**config.mk**
```make
export PLATFORM = sky130hd
export DESIGN_NAME = vram_arb_flat
export DESIGN_NICKNAME = d
export VERILOG_FILES = /design/src/rtl/vram_arb_if.sv /design/src/rtl/vram_arb.sv /design/src/flat_wrapper.sv
export SDC_FILE = /design/constraint.sdc
export NUM_CORES = 1
export LEC_CHECK = 0
export CAP_MARGIN = 0
export CELL_PAD_IN_SITES_DETAIL_PLACEMENT = 0
export CELL_PAD_IN_SITES_GLOBAL_PLACEMENT = 1
export CORE_ASPECT_RATIO = 0.75
export CORE_MARGIN = 1
export CORE_UTILIZATION = 30
export DETAILED_ROUTE_END_ITERATION = 10
export PLACE_DENSITY = 0.89
export SLEW_MARGIN = 5
export SYNTH_ARGS = -nofsm -noshare
export SYNTH_HDL_FRONTEND = slang
export SYNTH_SLANG_ARGS = --single-unit
```
**constraint.sdc**
```tcl
create_clock -name clk -period 2.4 [get_ports clk]
set_input_delay 0.48 -clock clk [delete_from_list [all_inputs] [get_ports clk]]
set_output_delay 0.48 -clock clk [all_outputs]
set_load 0.03 [all_outputs]
```
**src/rtl/vram_arb_if.sv**
```systemverilog
// vram_arb_if: bundles the CPU port, video fetch port and RAM port of vram_arb.
//   cpu_*  : CPU word read/write requests (level) and completion pulses
//   vid_*  : scan-out read requests (level) and completion pulse
//   mem_*  : single-ported RAM strobe, address, write data and read data
//   slave  : arbiter side; master : requester/RAM side
interface vram_arb_if;
    logic [14:0] cpu_addr;
    logic [31:0] cpu_wdata;
    logic        cpu_req;
    logic        cpu_write;
    logic [31:0] cpu_rdata;
    logic        cpu_ready;
    logic        cpu_done;
    logic [14:0] vid_addr;
    logic        vid_req;
    logic [31:0] vid_rdata;
    logic        vid_ready;
    logic [14:0] mem_addr;
    logic [31:0] mem_wdata;
    logic        mem_we;
    logic        mem_ce;
    logic [31:0] mem_rdata;
    modport slave (
        input  cpu_addr, cpu_wdata, cpu_req, cpu_write, vid_addr, vid_req, mem_rdata,
        output cpu_rdata, cpu_ready, cpu_done, vid_rdata, vid_ready,
               mem_addr, mem_wdata, mem_we, mem_ce
    );
    modport master (
        output cpu_addr, cpu_wdata, cpu_req, cpu_write, vid_addr, vid_req, mem_rdata,
        input  cpu_rdata, cpu_ready, cpu_done, vid_rdata, vid_ready,
               mem_addr, mem_wdata, mem_we, mem_ce
    );
endinterface

```
**src/rtl/vram_arb.sv**
```systemverilog
// vram_arb: shares the single-ported video RAM between the CPU port and the
// video scan-out fetch port, one access at a time, video first with a
// starvation bound for the CPU.
//   clk     : sole clock, rising edge
//   reset_n : synchronous active-low reset
//   bus     : vram_arb_if.slave (CPU port, video port, RAM port)
module vram_arb #(
    parameter int MEM_LAT    = 2,
    parameter int STARVE_MAX = 8
) (
    input logic       clk,
    input logic       reset_n,
    vram_arb_if.slave bus
);
    typedef enum logic [1:0] {IDLE, ACCESS, WAIT, RESP} state_t;
    state_t      r_state;
    logic        r_win_cpu;
    logic        r_win_we;
    logic        r_hold;
    logic [3:0]  r_starve;
    logic [2:0]  r_lat;
    logic [14:0] r_mem_addr;
    logic [31:0] r_mem_wdata;
    logic        r_mem_ce;
    logic        r_mem_we;
    logic [31:0] r_cpu_rdata;
    logic [31:0] r_vid_rdata;
    logic        r_cpu_ready;
    logic        r_cpu_done;
    logic        r_vid_ready;
    logic        w_cpu_raw;
    logic        w_cpu_win;
    logic        w_vid_win;
    logic        w_starve_max;
    assign w_cpu_raw    = bus.cpu_req | bus.cpu_write;
    assign w_starve_max = r_starve == 4'(STARVE_MAX);
    // r_hold masks the CPU level that the requester keeps for one cycle after its pulse
    assign w_cpu_win    = w_cpu_raw & ~r_hold & (~bus.vid_req | w_starve_max);
    assign w_vid_win    = bus.vid_req & ~w_cpu_win;
    always_ff @(posedge clk) begin
        if (!reset_n) begin
            r_state     <= IDLE;
            r_win_cpu   <= 1'b0;
            r_win_we    <= 1'b0;
            r_hold      <= 1'b0;
            r_starve    <= '0;
            r_lat       <= '0;
            r_mem_addr  <= '0;
            r_mem_wdata <= '0;
            r_mem_ce    <= 1'b0;
            r_mem_we    <= 1'b0;
            r_cpu_rdata <= '0;
            r_vid_rdata <= '0;
            r_cpu_ready <= 1'b0;
            r_cpu_done  <= 1'b0;
            r_vid_ready <= 1'b0;
        end else begin
            r_hold <= (r_state == RESP) && r_win_cpu;
            case (r_state)
                IDLE: begin
                    if (w_cpu_win || w_vid_win) begin
                        r_state    <= ACCESS;
                        r_win_cpu  <= w_cpu_win;
                        r_win_we   <= w_cpu_win & bus.cpu_write;
                        r_mem_ce   <= 1'b1;
                        r_mem_we   <= w_cpu_win & bus.cpu_write;
                        r_mem_addr <= w_cpu_win ? bus.cpu_addr : bus.vid_addr;
                        if (w_cpu_win && bus.cpu_write)
                            r_mem_wdata <= bus.cpu_wdata;
                        // the raw CPU level counts as pending so a held request sees a fixed ratio
                        r_starve <= w_cpu_win ? '0 :
                                    (w_cpu_raw && !w_starve_max) ? r_starve + 4'd1 : r_starve;
                    end
                end
                ACCESS: begin
                    r_mem_ce   <= 1'b0;
                    r_mem_we   <= 1'b0;
                    r_lat      <= '0;
                    r_cpu_done <= r_win_we;
                    r_state    <= r_win_we ? RESP : WAIT;
                end
                WAIT: begin
                    if (r_lat == 3'(MEM_LAT - 1)) begin
                        r_state <= RESP;
                        if (r_win_cpu) begin
                            r_cpu_rdata <= bus.mem_rdata;
                            r_cpu_ready <= 1'b1;
                        end else begin
                            r_vid_rdata <= bus.mem_rdata;
                            r_vid_ready <= 1'b1;
                        end
                    end else begin
                        r_lat <= r_lat + 3'd1;
                    end
                end
                RESP: begin
                    r_cpu_ready <= 1'b0;
                    r_cpu_done  <= 1'b0;
                    r_vid_ready <= 1'b0;
                    r_state     <= IDLE;
                end
            endcase
        end
    end
    assign bus.mem_addr  = r_mem_addr;
    assign bus.mem_wdata = r_mem_wdata;
    assign bus.mem_ce    = r_mem_ce;
    assign bus.mem_we    = r_mem_we;
    assign bus.cpu_rdata = r_cpu_rdata;
    assign bus.cpu_ready = r_cpu_ready;
    assign bus.cpu_done  = r_cpu_done;
    assign bus.vid_rdata = r_vid_rdata;
    assign bus.vid_ready = r_vid_ready;
endmodule
```
**src/flat_wrapper.sv**
```systemverilog
// flat-port wrapper written by rule: the top's interface ports become plain ports
module vram_arb_flat 
#(
    parameter int MEM_LAT    = 2,
    parameter int STARVE_MAX = 8
)
  (clk, reset_n, bus_cpu_addr, bus_cpu_wdata, bus_cpu_req, bus_cpu_write, bus_vid_addr, bus_vid_req, bus_mem_rdata, bus_cpu_rdata, bus_cpu_ready, bus_cpu_done, bus_vid_rdata, bus_vid_ready, bus_mem_addr, bus_mem_wdata, bus_mem_we, bus_mem_ce);
  vram_arb_if bus_i ();
  input logic clk;
  input logic reset_n;
  input wire logic [$bits(bus_i.cpu_addr)-1:0] bus_cpu_addr;
  input wire logic [$bits(bus_i.cpu_wdata)-1:0] bus_cpu_wdata;
  input wire logic [$bits(bus_i.cpu_req)-1:0] bus_cpu_req;
  input wire logic [$bits(bus_i.cpu_write)-1:0] bus_cpu_write;
  input wire logic [$bits(bus_i.vid_addr)-1:0] bus_vid_addr;
  input wire logic [$bits(bus_i.vid_req)-1:0] bus_vid_req;
  input wire logic [$bits(bus_i.mem_rdata)-1:0] bus_mem_rdata;
  output wire logic [$bits(bus_i.cpu_rdata)-1:0] bus_cpu_rdata;
  output wire logic [$bits(bus_i.cpu_ready)-1:0] bus_cpu_ready;
  output wire logic [$bits(bus_i.cpu_done)-1:0] bus_cpu_done;
  output wire logic [$bits(bus_i.vid_rdata)-1:0] bus_vid_rdata;
  output wire logic [$bits(bus_i.vid_ready)-1:0] bus_vid_ready;
  output wire logic [$bits(bus_i.mem_addr)-1:0] bus_mem_addr;
  output wire logic [$bits(bus_i.mem_wdata)-1:0] bus_mem_wdata;
  output wire logic [$bits(bus_i.mem_we)-1:0] bus_mem_we;
  output wire logic [$bits(bus_i.mem_ce)-1:0] bus_mem_ce;
  assign bus_i.cpu_addr = bus_cpu_addr;
  assign bus_i.cpu_wdata = bus_cpu_wdata;
  assign bus_i.cpu_req = bus_cpu_req;
  assign bus_i.cpu_write = bus_cpu_write;
  assign bus_i.vid_addr = bus_vid_addr;
  assign bus_i.vid_req = bus_vid_req;
  assign bus_i.mem_rdata = bus_mem_rdata;
  assign bus_cpu_rdata = bus_i.cpu_rdata;
  assign bus_cpu_ready = bus_i.cpu_ready;
  assign bus_cpu_done = bus_i.cpu_done;
  assign bus_vid_rdata = bus_i.vid_rdata;
  assign bus_vid_ready = bus_i.vid_ready;
  assign bus_mem_addr = bus_i.mem_addr;
  assign bus_mem_wdata = bus_i.mem_wdata;
  assign bus_mem_we = bus_i.mem_we;
  assign bus_mem_ce = bus_i.mem_ce;
  vram_arb #(.MEM_LAT(MEM_LAT), .STARVE_MAX(STARVE_MAX)) u_core (.clk(clk), .reset_n(reset_n), .bus(bus_i));
endmodule
```
==> results of run 1 <==
cell families (layout without fill, tap and decap cells):
logic type                 after synthesis  count (layout)  synth area share (%)
DFF                                    128             128                  52.8
muxes                                   16              16                  3.30
and+or+nand+nor                        232             232                  19.4
buffers and inverters                   45             267                  4.33
adders and majority gates                9               9                  2.32
AOI/OAI and AO/OA                      144             144                  17.9
Yosys cell counts (2+ instances only):
master	n	area [um^2]
nor2b_1	3	18.8
ha_1	9	113
o21ai_0	7	35.0
a211o_1	2	17.5
dfxtp_1	128	2560
a22oi_1	2	15.0
mux2i_1	16	160
and3b_1	2	17.5
nand2_1	202	758
nor3b_1	2	15.0
buf_4	4	30.0
buf_2	7	35.0
inv_1	6	22.5
buf_6	2	22.5
clkbuf_1	23	86.3
clkbuf_2	2	10.0
o2bb2ai_1	15	131
o21a_1	3	22.5
nor2_1	10	37.5
nand2b_1	3	18.8
a21oi_1	100	500
flip-flops by register name, summed over array words and instances, names as in the netlist:
name	cells
u_core.bus.cpu_done	1
u_core.bus.cpu_rdata	32
u_core.bus.cpu_ready	1
u_core.bus.mem_addr	15
u_core.bus.mem_ce	1
u_core.bus.mem_wdata	32
u_core.bus.mem_we	1
u_core.bus.vid_rdata	32
u_core.bus.vid_ready	1
u_core.r_hold	1
u_core.r_lat	3
u_core.r_starve	4
u_core.r_state	2
u_core.r_win_cpu	1
u_core.r_win_we	1
metal layers:
metal | routed length [um] | vias up | GRT usage (%) | part of all wire (%)
li1 | - | 2331 | - | -
met1 | 6470 | 2072 | 21.8 | 46
met2 | 6200 | 147 | 27.0 | 44
met3 | 1260 | 11 | 7.03 | 8.9
met4 | 128 | 0 | 5.78 | 0.91
met5 | 0 | - | 0 | 0
power groups by stage:
stage | logic [mW] | registers (mW) | clock network (mW)
4_1_cts | 1.59 | 2.44 | 2.92
5_1_grt | 1.70 | 2.47 | 3.02
6_report | 1.58 | 2.44 | 2.85
2_1_floorplan | 0.584 | 2.80 | 0
3_3_place_gp | 1.57 | 2.48 | 0
3_5_place_dp | 1.58 | 2.48 | 0
cell type report:
type                    instances  area [um^2]  area share (%)
repair buffers                228         2310            29.2
clock buffers                  22          474            6.00
well taps                     205          256            3.24
clock inverters                10          181            2.29
flip-flops and latches        128         2560            32.4
multi-input cells             401         2090            26.5
inverters                       7         27.5           0.348
worst paths after layout:
| kind | from | end |
|---|---|---|
| setup / recovery | u_core.bus.vid_ready | bus_vid_ready |
| hold / removal | u_core.bus.mem_wdata[2] | u_core.bus.mem_wdata[2] |
| setup reg to reg | u_core.r_state[1] | u_core.r_state[0] |
| hold reg to reg | u_core.bus.mem_wdata[2] | u_core.bus.mem_wdata[2] |
stage by stage:
step	hold WS [ps]	util, %	setup slack [ps]	power [mW]	instances
finish	451	51.0	453	6.87	1001
global route	465	51.0	278	7.19	1001
CTS	454	51.0	414	6.95	1001
detailed placement	446	46.7	246	4.07	969
global placement	441	46.7	286	4.05	969
floorplan	454	-	698	3.39	574
==> impl_metrics.env, run 1 <==
export IMPL_synthCells=574
export IMPL_firstDrtPassIters=6
export IMPL_drive_gt1_share_pct=6.66
export IMPL_cap_viol_max_count=0
export IMPL_worstMarginPinSlew_ps=415
export IMPL_ys_async_sr_fraction_pct=0
export IMPL_grt_use_total_pct=17.4
export IMPL_fp_dieH_um=112
export IMPL_power_density_nw_per_um2=868
export IMPL_cts_clk_slew_worst_paths_ps=50
export IMPL_cts_hold_fix_buffers=0
export IMPL_root_buffer="clkbuf_16"
export IMPL_io_buffer_count=214
export IMPL_start_util_pct=31.3
export IMPL_finish_instance_area_um2=7910
export IMPL_skew_ps=6.96
export IMPL_p_leak_nw=2.79
export IMPL_synth_warning_count=0
export IMPL_r2r_slack_ps=510
export IMPL_crit_type="register to output port"
export IMPL_path_buf_inv=1
export IMPL_post_cts_resized=0
export IMPL_layout_commonest_cell="clkdlybuf4s50_1"
export IMPL_r2r_cells=6
export IMPL_fin_crit_ps=1950
export IMPL_cts_path_max_buffers=2
export IMPL_n_antenna_cell=0
export IMPL_postCtsSetupRepairBufs=0
export IMPL_critPathRequiredTime_ps=1920
export IMPL_vias_per_cell=4.56
export IMPL_die_area_um2=16700
export IMPL_path_max_fanout=2
export IMPL_cp_arrival_ps=1470
export IMPL_cp_start_kind="register"
export IMPL_sw_frac_of_total_pct=27.9
export IMPL_path_cells="clkdlybuf4s50_1"
export IMPL_area_growth_pct=62.8
export IMPL_cts_htree_levels=4
export IMPL_place_area_um2=7250
export IMPL_cpLargestDelayFamily="buffers and inverters"
export IMPL_cp_end_kind="output port"
export IMPL_row_count=39
export IMPL_hold_viol=0
export IMPL_fmax_mhz=514
export IMPL_peakVddDrop_v=0.000448
export IMPL_grt_max_degree=50
export IMPL_synth_fp_nets=682
export IMPL_final_setup_viol_count=0
export IMPL_combPwrFrac_pct=23.0
export IMPL_crit_cells=1
export IMPL_ant_nets=0
export IMPL_pin_count=215
export IMPL_grt_pass1_wl_mm=22.8
export IMPL_grt_pass1_vias=4452
export IMPL_cts_tree="done"
export IMPL_p_clk_share_pct=41.5
export IMPL_synthesis_area_um2=4860
export IMPL_min_delay_path_class="register to register"
export IMPL_relSlewSlack_pct=72.3
export IMPL_p_seq_share_pct=35.6
export IMPL_holdPathStages=2
export IMPL_slew_viol_final=0
export IMPL_grt_overflow_total=0
export IMPL_internal_power_mw=4.95
export IMPL_critPathSlowestCell="clkdlybuf4s50_1"
export IMPL_dpl_hpwl_mm=9.74
export IMPL_p_switching_mw=1.91
export IMPL_dominantRegCellSynth="dfxtp_1"
export IMPL_route_vias_total=4561
export IMPL_synth_seq_cells=128
export IMPL_insertion_delay_ps=410
export IMPL_die_w_um=149
export IMPL_final_nets=891
export IMPL_routabilityCongestion=0.772
export IMPL_routed_wl_mm=14.1
export IMPL_antenna_found_initial=0
export IMPL_cts_buffers=17
export IMPL_avgSynthCellArea_um2=8.46
export IMPL_layout_common_cells="clkdlybuf4s50_1 (214), nand2_1 (202), dfxtp_1 (128)"
export IMPL_wire_per_inst_um=14.0
export IMPL_rsz0062_at_grt="no"
export IMPL_critPathMaxStageDelay_ps=730
export IMPL_synth_cell_types=47
export IMPL_core_um2=15500
export IMPL_ys_seq_area_share_pct=52.8
export IMPL_status="complete, no violations"
export IMPL_finalCritPeriodShare_pct=81.1
export IMPL_synth_edff_count=0
export IMPL_cts_sinks=128
export IMPL_fin_tns_setup_ps=0
export IMPL_drt_iter0_drc=214
export IMPL_drc=0
export IMPL_num_fill_cells=1499
(Power assumes the default switching activity.)
==> inputs of run 2 (changes only) <==
==> constraint.sdc (replaced) <==
create_clock -name clk -period 1.9 [get_ports clk]
set_input_delay 0.38 -clock clk [delete_from_list [all_inputs] [get_ports clk]]
set_output_delay 0.38 -clock clk [all_outputs]
set_load 0.03 [all_outputs]
==> impl_metrics.env, run 2 (synthesis results as in run 1) <==
export IMPL_status="complete, no violations"
export IMPL_path_cells="clkdlybuf4s50_1"
export IMPL_cap_viol_max_count=0
export IMPL_cp_start_kind="register"
export IMPL_min_from="u_core.bus.vid_rdata[29]"
export IMPL_fmax_mhz=543
export IMPL_fp_dieH_um=112
export IMPL_critPathMaxStageDelay_ps=690
export IMPL_r2r_slack_ps=110
export IMPL_cts_htree_levels=4
export IMPL_io_buffer_count=214
export IMPL_die_w_um=149
export IMPL_area_growth_pct=64.2
export IMPL_reg2reg_from="u_core.r_starve[0]"
export IMPL_cpLargestDelayFamily="buffers and inverters"
export IMPL_critPathSlowestCell="clkdlybuf4s50_1"
export IMPL_cp_arrival_ps=1460
export IMPL_grt_max_degree=54
export IMPL_crit_cells=1
export IMPL_cp_end_kind="output port"
export IMPL_antenna_found_initial=0
export IMPL_worst_r2r_endpoint="u_core.r_starve[3]"
export IMPL_fin_tns_setup_ps=0
export IMPL_firstDrtPassIters=4
export IMPL_route_vias_total=4668
export IMPL_pin_count=215
export IMPL_die_area_um2=16700
export IMPL_insertion_delay_ps=420
export IMPL_worstMarginPinSlew_ps=447
export IMPL_p_leak_nw=2.84
export IMPL_vias_per_cell=4.61
export IMPL_r2r_cells=6
export IMPL_start_util_pct=31.3
export IMPL_grt_use_met1_pct=21.0
export IMPL_grt_use_total_pct=17.1
export IMPL_finish_instance_area_um2=7980
export IMPL_crit_type="register to output port"
export IMPL_wire_per_inst_um=14.1
export IMPL_peakVddDrop_v=0.000601
export IMPL_postCtsSetupRepairBufs=0
export IMPL_hold_viol=0
export IMPL_fin_crit_ps=1840
export IMPL_layout_commonest_cell="clkdlybuf4s50_1"
export IMPL_core_um2=15500
export IMPL_min_delay_path_class="register to register"
export IMPL_power_density_nw_per_um2=1040
export IMPL_min_to="u_core.bus.vid_rdata[29]"
export IMPL_routabilityCongestion=0.754
export IMPL_slew_viol_final=0
export IMPL_root_buffer="clkbuf_16"
export IMPL_drive_gt1_share_pct=8.18
export IMPL_cts_buffers=17
export IMPL_row_count=39
export IMPL_grt_pass1_wl_mm=22.3
export IMPL_critPathRequiredTime_ps=1520
export IMPL_relSlewSlack_pct=70.1
export IMPL_holdPathStages=2
export IMPL_layout_common_cells="clkdlybuf4s50_1 (212), nand2_1 (202), dfxtp_1 (128)"
export IMPL_routed_wl_mm=14.3
export IMPL_drt_iter0_drc=170
export IMPL_ant_nets=0
export IMPL_n_antenna_cell=0
export IMPL_cts_sinks=128
export IMPL_place_area_um2=7410
export IMPL_path_max_fanout=2
export IMPL_path_buf_inv=1
export IMPL_cts_path_max_buffers=2
export IMPL_grt_overflow_total=0
export IMPL_cts_tree="done"
export IMPL_cts_clk_slew_worst_paths_ps=60
export IMPL_finalCritPeriodShare_pct=96.9
export IMPL_drc=0
export IMPL_grt_use_met3_pct=6.67
export IMPL_final_setup_viol_count=0
export IMPL_grt_pass1_vias=4394
export IMPL_dpl_hpwl_mm=9.60
export IMPL_rsz0062_at_grt="no"
export IMPL_grt_busiest_layer="met2"
export IMPL_skew_ps=13.0
export IMPL_num_fill_cells=1463
export IMPL_grt_util_met2_pct=26.2
export IMPL_final_nets=902
[run 2: cell types whose count changed in the layout (fill, tap and decap cells not counted), sizes merged]
cell / change
clkbuf: -2
clkdlybuf4s50: -2
dlymetal6s2s: +2
inv: +2
clkinv: -2
bufinv: -4
clkinvlp: +6
buf: +11
[run 2: worst max path at each step]
stage,end,startpoint,slack [ps]
finish,bus_mem_addr[6],u_core.bus.mem_addr[6],60
global route,bus_cpu_rdata[27],u_core.bus.cpu_rdata[27],2
CTS,bus_vid_rdata[28],u_core.bus.vid_rdata[28],8
detailed placement,u_core.r_starve[3],bus_cpu_write,-40
global placement,u_core.r_starve[2],bus_cpu_write,-30
floorplan,u_core.bus.vid_rdata[29],u_core.r_state[0],200
[run 2: repair_timing]
action,in CTS,in global routing
resized for setup,0,4
hold buffers,0,0
endpoints found under the setup margin,0,6
[run 2: where the power goes]
group          internal (mW)  leakage, nW  switching (mW)
Combinational          0.999         1.55            1.12
Clock                   1.83        0.251            1.23
Sequential              2.94         1.04           0.149
[run 2: area by class of cell]
type                       count  area (um^2)  area share (%)
sequential                   128         2560            32.1
timing repair buffer         239         2470            31.0
multi-input combinational    401         2100            26.3
clock buffer                  20          447            5.60
tap                          205          256            3.22
clock inverter                12          110            1.38
inverter                       7         27.5           0.345
[run 2: layer usage]
layer	wire, um	share of wire, %
met5	0	0
met4	306	2.1
met3	1210	8.4
met2	6210	43
met1	6560	46
[run 2: worst min-delay path, stage by stage, from the launching register on]
cell     delay (ps)
dfxtp_1         300
nand2_1          50
a21oi_1          50
[run 2: stage by stage]
| step | instances | hold slack, ps | power, mW | setup slack (ps) | utilization [%] |
|---|---|---|---|---|---|
| 2_1_floorplan | 574 | 454 | 4.28 | 198 | - |
| 3_3_place_gp | 980 | 441 | 5.26 | -31.5 | 47.7 |
| 4_1_cts | 1012 | 453 | 8.38 | 7.70 | 51.3 |
| 3_5_place_dp | 980 | 446 | 5.26 | -37.7 | 47.7 |
| 6_report | 1012 | 452 | 8.27 | 59.8 | 51.4 |
| 5_1_grt | 1012 | 467 | 8.69 | 1.90 | 51.4 |
